## src/rtl/muldiv_ctrl_pkg.sv

```systemverilog
// Shared encodings and helpers for the HI/LO multiply/divide sequencer.
// The optional MULDIV_FAST_MULT_EN build swaps the iterative multiply for a registered one.
package muldiv_ctrl_pkg;

  typedef enum logic [1:0] {
    MD_MULT  = 2'd0,
    MD_MULTU = 2'd1,
    MD_DIV   = 2'd2,
    MD_DIVU  = 2'd3
  } md_op_t;

  typedef enum logic [1:0] {
    MD_IDLE = 2'd0,
    MD_RUN  = 2'd1,
    MD_FIX  = 2'd2
  } md_state_t;

  localparam logic [31:0] MD_DIV0_LO = 32'hFFFF_FFFF;

  // Magnitude of a 32-bit operand; 0x80000000 maps to itself, which is the right unsigned value.
  function automatic logic [31:0] md_mag(input logic [31:0] v, input logic sgn);
    return (sgn && v[31]) ? -v : v;
  endfunction

endpackage

```

## src/rtl/muldiv_ctrl_if.sv

```systemverilog
// Execute-stage <-> HI/LO unit bundle; master is the execute stage, slave is muldiv_ctrl.
interface muldiv_ctrl_if;
  import muldiv_ctrl_pkg::*;

  // go is a one-cycle issue strobe taken on the clock edge unless mthi/mtlo/abort is also high;
  // there is no ready: a go while busy simply replaces the operation in flight. busy stays high
  // until the result lands, done pulses for the cycle the new HI/LO become visible, and hold
  // asks an MFHI/MFLO (mf_req) to wait while busy.
  logic        go;
  logic [1:0]  op;
  logic [31:0] op1;
  logic [31:0] op2;
  logic        mthi;
  logic        mtlo;
  logic        mf_req;
  logic        abort;
  logic        busy;
  logic        hold;
  logic [31:0] hi;
  logic [31:0] lo;
  logic        done;
  md_state_t   state;

  modport master (
    output go, op, op1, op2, mthi, mtlo, mf_req, abort,
    input  busy, hold, hi, lo, done, state
  );

  modport slave (
    input  go, op, op1, op2, mthi, mtlo, mf_req, abort,
    output busy, hold, hi, lo, done, state
  );

endinterface

```

## src/rtl/muldiv_iter.sv

```systemverilog
// One-bit-per-step datapath: shift-add multiply on {upper, lower} or restoring divide
// on {remainder, quotient}. Operates on magnitudes; sign fixup lives in the controller.
module muldiv_iter #(
  parameter int W = 32
) (
  input  logic         clock,
  input  logic         reset,
  input  logic         load,
  input  logic         step,
  input  logic         div_mode,
  input  logic [W-1:0] a,
  input  logic [W-1:0] b,
  output logic [W-1:0] upper,
  output logic [W-1:0] lower
);

  logic [W-1:0] upper_q, lower_q, opnd_q;
  logic [W:0]   sum;
  logic [W:0]   rem_sh;
  logic [W-1:0] diff;
  logic         fits;

  always_comb begin
    sum    = {1'b0, upper_q} + {1'b0, opnd_q};
    rem_sh = {upper_q, lower_q[W-1]};
    fits   = (rem_sh >= {1'b0, opnd_q});
    // Only the low W bits of the trial difference survive a successful subtract.
    diff   = rem_sh[W-1:0] - opnd_q;
  end

  always_ff @(posedge clock) begin
    if (reset) begin
      upper_q <= '0;
      lower_q <= '0;
      opnd_q  <= '0;
    end else if (load) begin
      upper_q <= '0;
      lower_q <= div_mode ? a : b;
      opnd_q  <= div_mode ? b : a;
    end else if (step) begin
      if (!div_mode) begin
        if (lower_q[0]) {upper_q, lower_q} <= {sum, lower_q[W-1:1]};
        else            {upper_q, lower_q} <= {1'b0, upper_q, lower_q[W-1:1]};
      end else if (fits) begin
        upper_q <= diff;
        lower_q <= {lower_q[W-2:0], 1'b1};
      end else begin
        upper_q <= rem_sh[W-1:0];
        lower_q <= {lower_q[W-2:0], 1'b0};
      end
    end
  end

  assign upper = upper_q;
  assign lower = lower_q;

endmodule

```

## src/rtl/muldiv_ctrl.sv

```systemverilog
// HI/LO multiply/divide sequencer: FSM, iteration counter, sign latches, fixup and HI/LO.
// Define MULDIV_FAST_MULT_EN for a two-cycle registered multiplier on MULT/MULTU.
module muldiv_ctrl
  import muldiv_ctrl_pkg::*;
#(
  parameter int ITER  = 32,
  parameter int CNT_W = 6
) (
  input logic          clock,
  input logic          reset,
  muldiv_ctrl_if.slave bus
);

  md_state_t        state;
  logic [CNT_W-1:0] cnt, go_cnt;
  logic             is_div, neg_q, neg_r, div0;
  logic [31:0]      op1_q, hi_q, lo_q;
  logic             busy_q, done_q;
  logic             cancel, take_go, is_div_in, is_sgn_in;
  logic [31:0]      mag1, mag2, it_upper, it_lower, fix_hi, fix_lo;
  logic [63:0]      prod;

  always_comb begin
    cancel    = bus.mthi | bus.mtlo | bus.abort;
    take_go   = bus.go & ~cancel;
    is_div_in = (bus.op == MD_DIV) || (bus.op == MD_DIVU);
    is_sgn_in = (bus.op == MD_MULT) || (bus.op == MD_DIV);
    mag1      = md_mag(bus.op1, is_sgn_in);
    mag2      = md_mag(bus.op2, is_sgn_in);
    go_cnt    = CNT_W'(ITER - 1);
`ifdef MULDIV_FAST_MULT_EN
    // Fast multiply spends one RUN cycle and one FIX cycle.
    if (!is_div_in) go_cnt = '0;
`endif
  end

  muldiv_iter #(.W(32)) u_iter (
    .clock    (clock),
    .reset    (reset),
    .load     (take_go),
    .step     (state == MD_RUN),
    .div_mode (take_go ? is_div_in : is_div),
    .a        (mag1),
    .b        (mag2),
    .upper    (it_upper),
    .lower    (it_lower)
  );

`ifdef MULDIV_FAST_MULT_EN
  logic [63:0] fast_a, fast_b, fast_prod_q;

  always_comb begin
    fast_a = {{32{is_sgn_in & bus.op1[31]}}, bus.op1};
    fast_b = {{32{is_sgn_in & bus.op2[31]}}, bus.op2};
  end

  // Low 64 bits of the extended product are exact for both signed and unsigned operands.
  always_ff @(posedge clock) begin
    if (reset)        fast_prod_q <= '0;
    else if (take_go) fast_prod_q <= fast_a * fast_b;
  end

  assign prod = fast_prod_q;
`else
  assign prod = neg_q ? -{it_upper, it_lower} : {it_upper, it_lower};
`endif

  always_comb begin
    {fix_hi, fix_lo} = prod;
    if (is_div) begin
      if (div0) begin
        fix_hi = op1_q;
        fix_lo = MD_DIV0_LO;
      end else begin
        fix_hi = neg_r ? -it_upper : it_upper;
        fix_lo = neg_q ? -it_lower : it_lower;
      end
    end
  end

  always_ff @(posedge clock) begin
    if (reset) begin
      state  <= MD_IDLE;
      cnt    <= '0;
      is_div <= 1'b0;
      neg_q  <= 1'b0;
      neg_r  <= 1'b0;
      div0   <= 1'b0;
      op1_q  <= '0;
      hi_q   <= '0;
      lo_q   <= '0;
      busy_q <= 1'b0;
      done_q <= 1'b0;
    end else begin
      done_q <= 1'b0;
      if (bus.mthi || bus.mtlo) begin
        if (bus.mthi) hi_q <= bus.op1;
        if (bus.mtlo) lo_q <= bus.op1;
        state  <= MD_IDLE;
        cnt    <= '0;
        busy_q <= 1'b0;
      end else if (bus.abort) begin
        state  <= MD_IDLE;
        cnt    <= '0;
        busy_q <= 1'b0;
      end else if (bus.go) begin
        state  <= MD_RUN;
        cnt    <= go_cnt;
        busy_q <= 1'b1;
        is_div <= is_div_in;
        neg_q  <= is_sgn_in & (bus.op1[31] ^ bus.op2[31]);
        neg_r  <= is_sgn_in & bus.op1[31];
        div0   <= is_div_in && (bus.op2 == 32'd0);
        op1_q  <= bus.op1;
      end else begin
        case (state)
          MD_RUN: begin
            if (cnt == '0) state <= MD_FIX;
            else           cnt   <= cnt - 1'b1;
          end
          MD_FIX: begin
            hi_q   <= fix_hi;
            lo_q   <= fix_lo;
            done_q <= 1'b1;
            busy_q <= 1'b0;
            state  <= MD_IDLE;
          end
          default: ;
        endcase
      end
    end
  end

  assign bus.busy  = busy_q;
  assign bus.hold  = bus.mf_req & busy_q;
  assign bus.hi    = hi_q;
  assign bus.lo    = lo_q;
  assign bus.done  = done_q;
  assign bus.state = state;

endmodule
```

## src/flat_wrapper.sv

```systemverilog
// flat-port wrapper written by rule: the top's interface ports become plain ports
module muldiv_ctrl_flat import muldiv_ctrl_pkg::*;
#(
  parameter int ITER  = 32,
  parameter int CNT_W = 6
)
  (clock, reset, bus_go, bus_op, bus_op1, bus_op2, bus_mthi, bus_mtlo, bus_mf_req, bus_abort, bus_busy, bus_hold, bus_hi, bus_lo, bus_done, bus_state);
  muldiv_ctrl_if bus_i ();
  input logic clock;
  input logic reset;
  input wire logic [$bits(bus_i.go)-1:0] bus_go;
  input wire logic [$bits(bus_i.op)-1:0] bus_op;
  input wire logic [$bits(bus_i.op1)-1:0] bus_op1;
  input wire logic [$bits(bus_i.op2)-1:0] bus_op2;
  input wire logic [$bits(bus_i.mthi)-1:0] bus_mthi;
  input wire logic [$bits(bus_i.mtlo)-1:0] bus_mtlo;
  input wire logic [$bits(bus_i.mf_req)-1:0] bus_mf_req;
  input wire logic [$bits(bus_i.abort)-1:0] bus_abort;
  output wire logic [$bits(bus_i.busy)-1:0] bus_busy;
  output wire logic [$bits(bus_i.hold)-1:0] bus_hold;
  output wire logic [$bits(bus_i.hi)-1:0] bus_hi;
  output wire logic [$bits(bus_i.lo)-1:0] bus_lo;
  output wire logic [$bits(bus_i.done)-1:0] bus_done;
  output wire logic [$bits(bus_i.state)-1:0] bus_state;
  assign bus_i.go = bus_go;
  assign bus_i.op = bus_op;
  assign bus_i.op1 = bus_op1;
  assign bus_i.op2 = bus_op2;
  assign bus_i.mthi = bus_mthi;
  assign bus_i.mtlo = bus_mtlo;
  assign bus_i.mf_req = bus_mf_req;
  assign bus_i.abort = bus_abort;
  assign bus_busy = bus_i.busy;
  assign bus_hold = bus_i.hold;
  assign bus_hi = bus_i.hi;
  assign bus_lo = bus_i.lo;
  assign bus_done = bus_i.done;
  assign bus_state = bus_i.state;
  muldiv_ctrl #(.ITER(ITER), .CNT_W(CNT_W)) u_core (.clock(clock), .reset(reset), .bus(bus_i));
endmodule
```

## config.mk

```make
export PLATFORM = sky130hd
export DESIGN_NAME = muldiv_ctrl_flat
export DESIGN_NICKNAME = d
export VERILOG_FILES = /design/src/rtl/muldiv_ctrl_pkg.sv /design/src/rtl/muldiv_ctrl_if.sv /design/src/rtl/muldiv_iter.sv /design/src/rtl/muldiv_ctrl.sv /design/src/flat_wrapper.sv
export SDC_FILE = /design/constraint.sdc
export NUM_CORES = 1
export LEC_CHECK = 0
export BUFFER_PORTS_ARGS = -buffer_cell sky130_fd_sc_hd__buf_2
export CAP_MARGIN = 20
export CORE_MARGIN = 5
export CORE_UTILIZATION = 55
export CTS_BUF_LIST = sky130_fd_sc_hd__clkbuf_8
export DETAILED_ROUTE_END_ITERATION = 10
export PLACE_DENSITY = 0.74
export SETUP_SLACK_MARGIN = 0.5
export SLEW_MARGIN = 20
export SYNTH_ARGS = -nofsm -noshare
export SYNTH_HDL_FRONTEND = slang
export SYNTH_SLANG_ARGS = --single-unit
```

## constraint.sdc

```tcl
create_clock -name clock -period 7.4 [get_ports clock]
set_clock_uncertainty 0.2 [all_clocks]
set_input_delay 1.11 -clock clock [delete_from_list [all_inputs] [get_ports clock]]
set_output_delay 1.11 -clock clock [all_outputs]
set_load 0.01 [all_outputs]
```

==> impl_metrics.tcl <==
set metrics [dict create \
    crit_cells 11 \
    antenna_found_initial 1 \
    numCtsBuffers 38 \
    die_w_um 185.8 \
    ys_top_cells_by_area "dfxtp_1, nand2_1, a21oi_1, xnor2_1, ha_1" \
    clock-sinks 206 \
    final_util_pct 60.52 \
    synth_fp_nets 2478 \
    start_util_pct 55.56 \
    clk_pin_slew_ns 0.06 \
    syn_inst 2334 \
    start_kind "flip-flop" \
    drc 0 \
    reg2regPathDepth 11 \
    grt_overflow_total 0 \
    status "complete, no violations" \
    placementRows 64 \
    tns_ns 0 \
    peakVddDrop_v 0.0001323 \
    ant_nets 0 \
    ctsResizeCount 0 \
    power.density_nw_per_um2 170.1 \
    synth_compound_area_share_pct 29.85 \
    drtIter0Drc 2234 \
    cp_data_arrival_time_ns 4.68 \
    p_leak_nw 7.241 \
    relSlewSlack_pct 29.74 \
    crit_buf_inv 0 \
    synthesis.area_um2 17000 \
    synth_fa_ha_area_share_pct 5.315 \
    setup_viol 0 \
    area_delta_synth_final_pct 8.923 \
    routabilityCongestion 0.9704 \
    path_class "flip-flop to flip-flop" \
    synth_commonest_cells "nand2_1, a21oi_1, dfxtp_1" \
    grt_pass1_wl_mm 94.81 \
    yosysMostFrequentCell "nand2_1" \
    fillers 2897 \
    ys.flop_type "dfxtp_1" \
    holdPathStages 2 \
    finalHoldViolations 0 \
    seq_area_frac_synth_pct 24.26 \
    ys_types 82 \
    cts_tree "yes" \
    io_pins 142 \
    htreeDepth 2 \
    cp_top_family "compound AO/OA/AOI/OAI gates" \
    cp_slowest_cell "a2111oi_1" \
    synthArstFlopShare_pct 0 \
    maxSlewViolCount 0 \
    yosys.area_share.simple_pct 20.13 \
    synth.avg_cell_area_um2 7.282 \
    dpl.hpwl_mm 45.86 \
    worst_skew_pair.late_latency_ns 0.55 \
    viasPerCell 6.630 \
    hold_buffers 0 \
    grt_max_degree 92 \
    grt_use_total_pct 34.90 \
    tightest_slew_ns 1.033 \
    fmax_ghz 0.2258 \
    drive_gt1_share_pct 11.73 \
    slowest_delay_ns 0.92 \
    cts.path.max_buffers 3 \
    routed_wl_mm 63.04 \
    max_cap_viol_count 0 \
    dr.pass1.iters 6 \
    grt_pass1_vias 16695 \
    core-area_um2 30590 \
    port_buffers 141 \
    die-area_um2 34520 \
    cts_setup_buffers 0 \
    synth_seq_cells 206 \
    hold_path.class "flip-flop to flip-flop" \
    fin_nets 2484 \
    path_cells "ha_1 > fa_1 > a211oi_1 > o211ai_1 > a2111oi_1 > nor2_1 > a2111oi_0 > or3_1 > xnor2_1 > a21boi_0 > o31ai_1" \
    synth_xor_area_share_pct 9.585 \
    cts_root_buf "clkbuf_8" \
    synth_mux_area_share_pct 4.770 \
    yosysWarningCount 0 \
    num_vias 18339 \
    rsz0062_at_grt "no" \
    yosysTopAreaCell "dfxtp_1" \
    synth_edf_count 0 \
    fin_crit_sh_pct 59.84 \
    path_max_fanout 9 \
    die_h_um 185.8 \
    cp.required_ns 7.65 \
    avgRoutedWirePerCell_um 22.79 \
    synth.top_cell.area_share_pct 24.26 \
    critPathCaptureType "flip-flop" \
    synth_top_family_by_area "compound AO/OA/AOI/OAI gates" \
    min_period_ns 4.428 \
]
cells in the final DEF, fill, tap and decap left out, types with 38 or more instances in the layout:
cell	n
nor3_1	38
nand2_1	379
o211ai_1	98
mux2i_1	71
o21ai_0	129
xnor2_1	116
buf_2	140
ha_1	69
nor2_1	131
dfxtp_1	204
a21oi_1	244
clkbuf_8	50
xor2_1	70
inv_1	76
layer usage:
| metal | vias up | track usage [%] | wire (um) |
|---|---|---|---|
| met1 | 8654 | 45.94 | 24870 |
| met3 | 192 | 6.566 | 6322 |
| met2 | 986 | 54.60 | 28410 |
| met4 | 2 | 17.95 | 3425 |
| li1 | 8505 | - | - |
| met5 | - | 0 | 11 |
worst reg2reg max path, stage by stage, from the launching register on:
cell	delay [ns]
dfxtp_1	0.40
ha_1	0.27
fa_1	0.44
a211oi_1	0.35
o211ai_1	0.25
a2111oi_1	0.93
nor2_1	0.26
a2111oi_0	0.58
or3_1	0.21
xnor2_1	0.12
a21boi_0	0.11
o31ai_1	0.24
registers in the layout, summed over array words and instances (netlist names):
signal	cells
u_core.bus.busy	1
u_core.bus.done	1
u_core.bus.hi	32
u_core.bus.lo	32
u_core.bus.state	2
u_core.cnt	6
u_core.div0	1
u_core.is_div	1
u_core.neg_q	1
u_core.neg_r	1
u_core.op1_q	32
u_core.u_iter.lower	32
u_core.u_iter.opnd_q	32
u_core.u_iter.upper	32
logic make-up after synthesis:
family / count (synthesis)
AO/OA/AOI/OAI: 772
XOR/XNOR: 186
adder cells (fa/ha/maj): 71
buffers and inverters: 272
flip-flops: 206
multiplexers: 80
AND/OR/NAND/NOR: 747
metrics by stage:
stage	area, um^2	hold slack (ns)	cells	setup WS [ns]	total power [mW]
2_1_floorplan	17000	0.2329	2334	3.673	1.704
3_3_place_gp	17660	0.2373	2696	2.913	1.934
3_5_place_dp	17660	0.2423	2696	2.855	1.945
4_1_cts	18500	0.2511	2765	3.124	3.139
5_1_grt	18510	0.2663	2765	2.795	3.272
6_report	18510	0.2491	2766	2.972	3.150
final timing paths:
path | startpoint | end | slack, ns
worst max-delay path | u_core.u_iter.upper[0] | u_core.u_iter.upper[21] | 2.97
worst min-delay path | u_core.bus.lo[25] | u_core.bus.lo[25] | 0.25
worst max register to register | u_core.u_iter.upper[0] | u_core.u_iter.upper[21] | 2.97
worst min register to register | u_core.bus.lo[25] | u_core.bus.lo[25] | 0.25
where the power goes:
part	internal (mW)	switching, mW	leakage (nW)
combinational	0.252	0.499	5.10
clock	0.680	0.524	0.464
sequential	1.15	0.0434	1.68
total	2.08	1.07	7.24
final cells by class:
type | instances | area (um^2) | area share [%]
inverter | 72 | 270.3 | 1.460
sequential | 206 | 4129 | 22.30
tap | 396 | 495.5 | 2.676
timing repair buffer | 166 | 895.9 | 4.839
clock inverter | 19 | 147.6 | 0.7975
clock buffer | 50 | 688.2 | 3.717
antenna | 1 | 2.502 | 0.01352
multi-input combinational | 1856 | 11880 | 64.19
No activity file was read; power rests on OpenSTA's default activity.
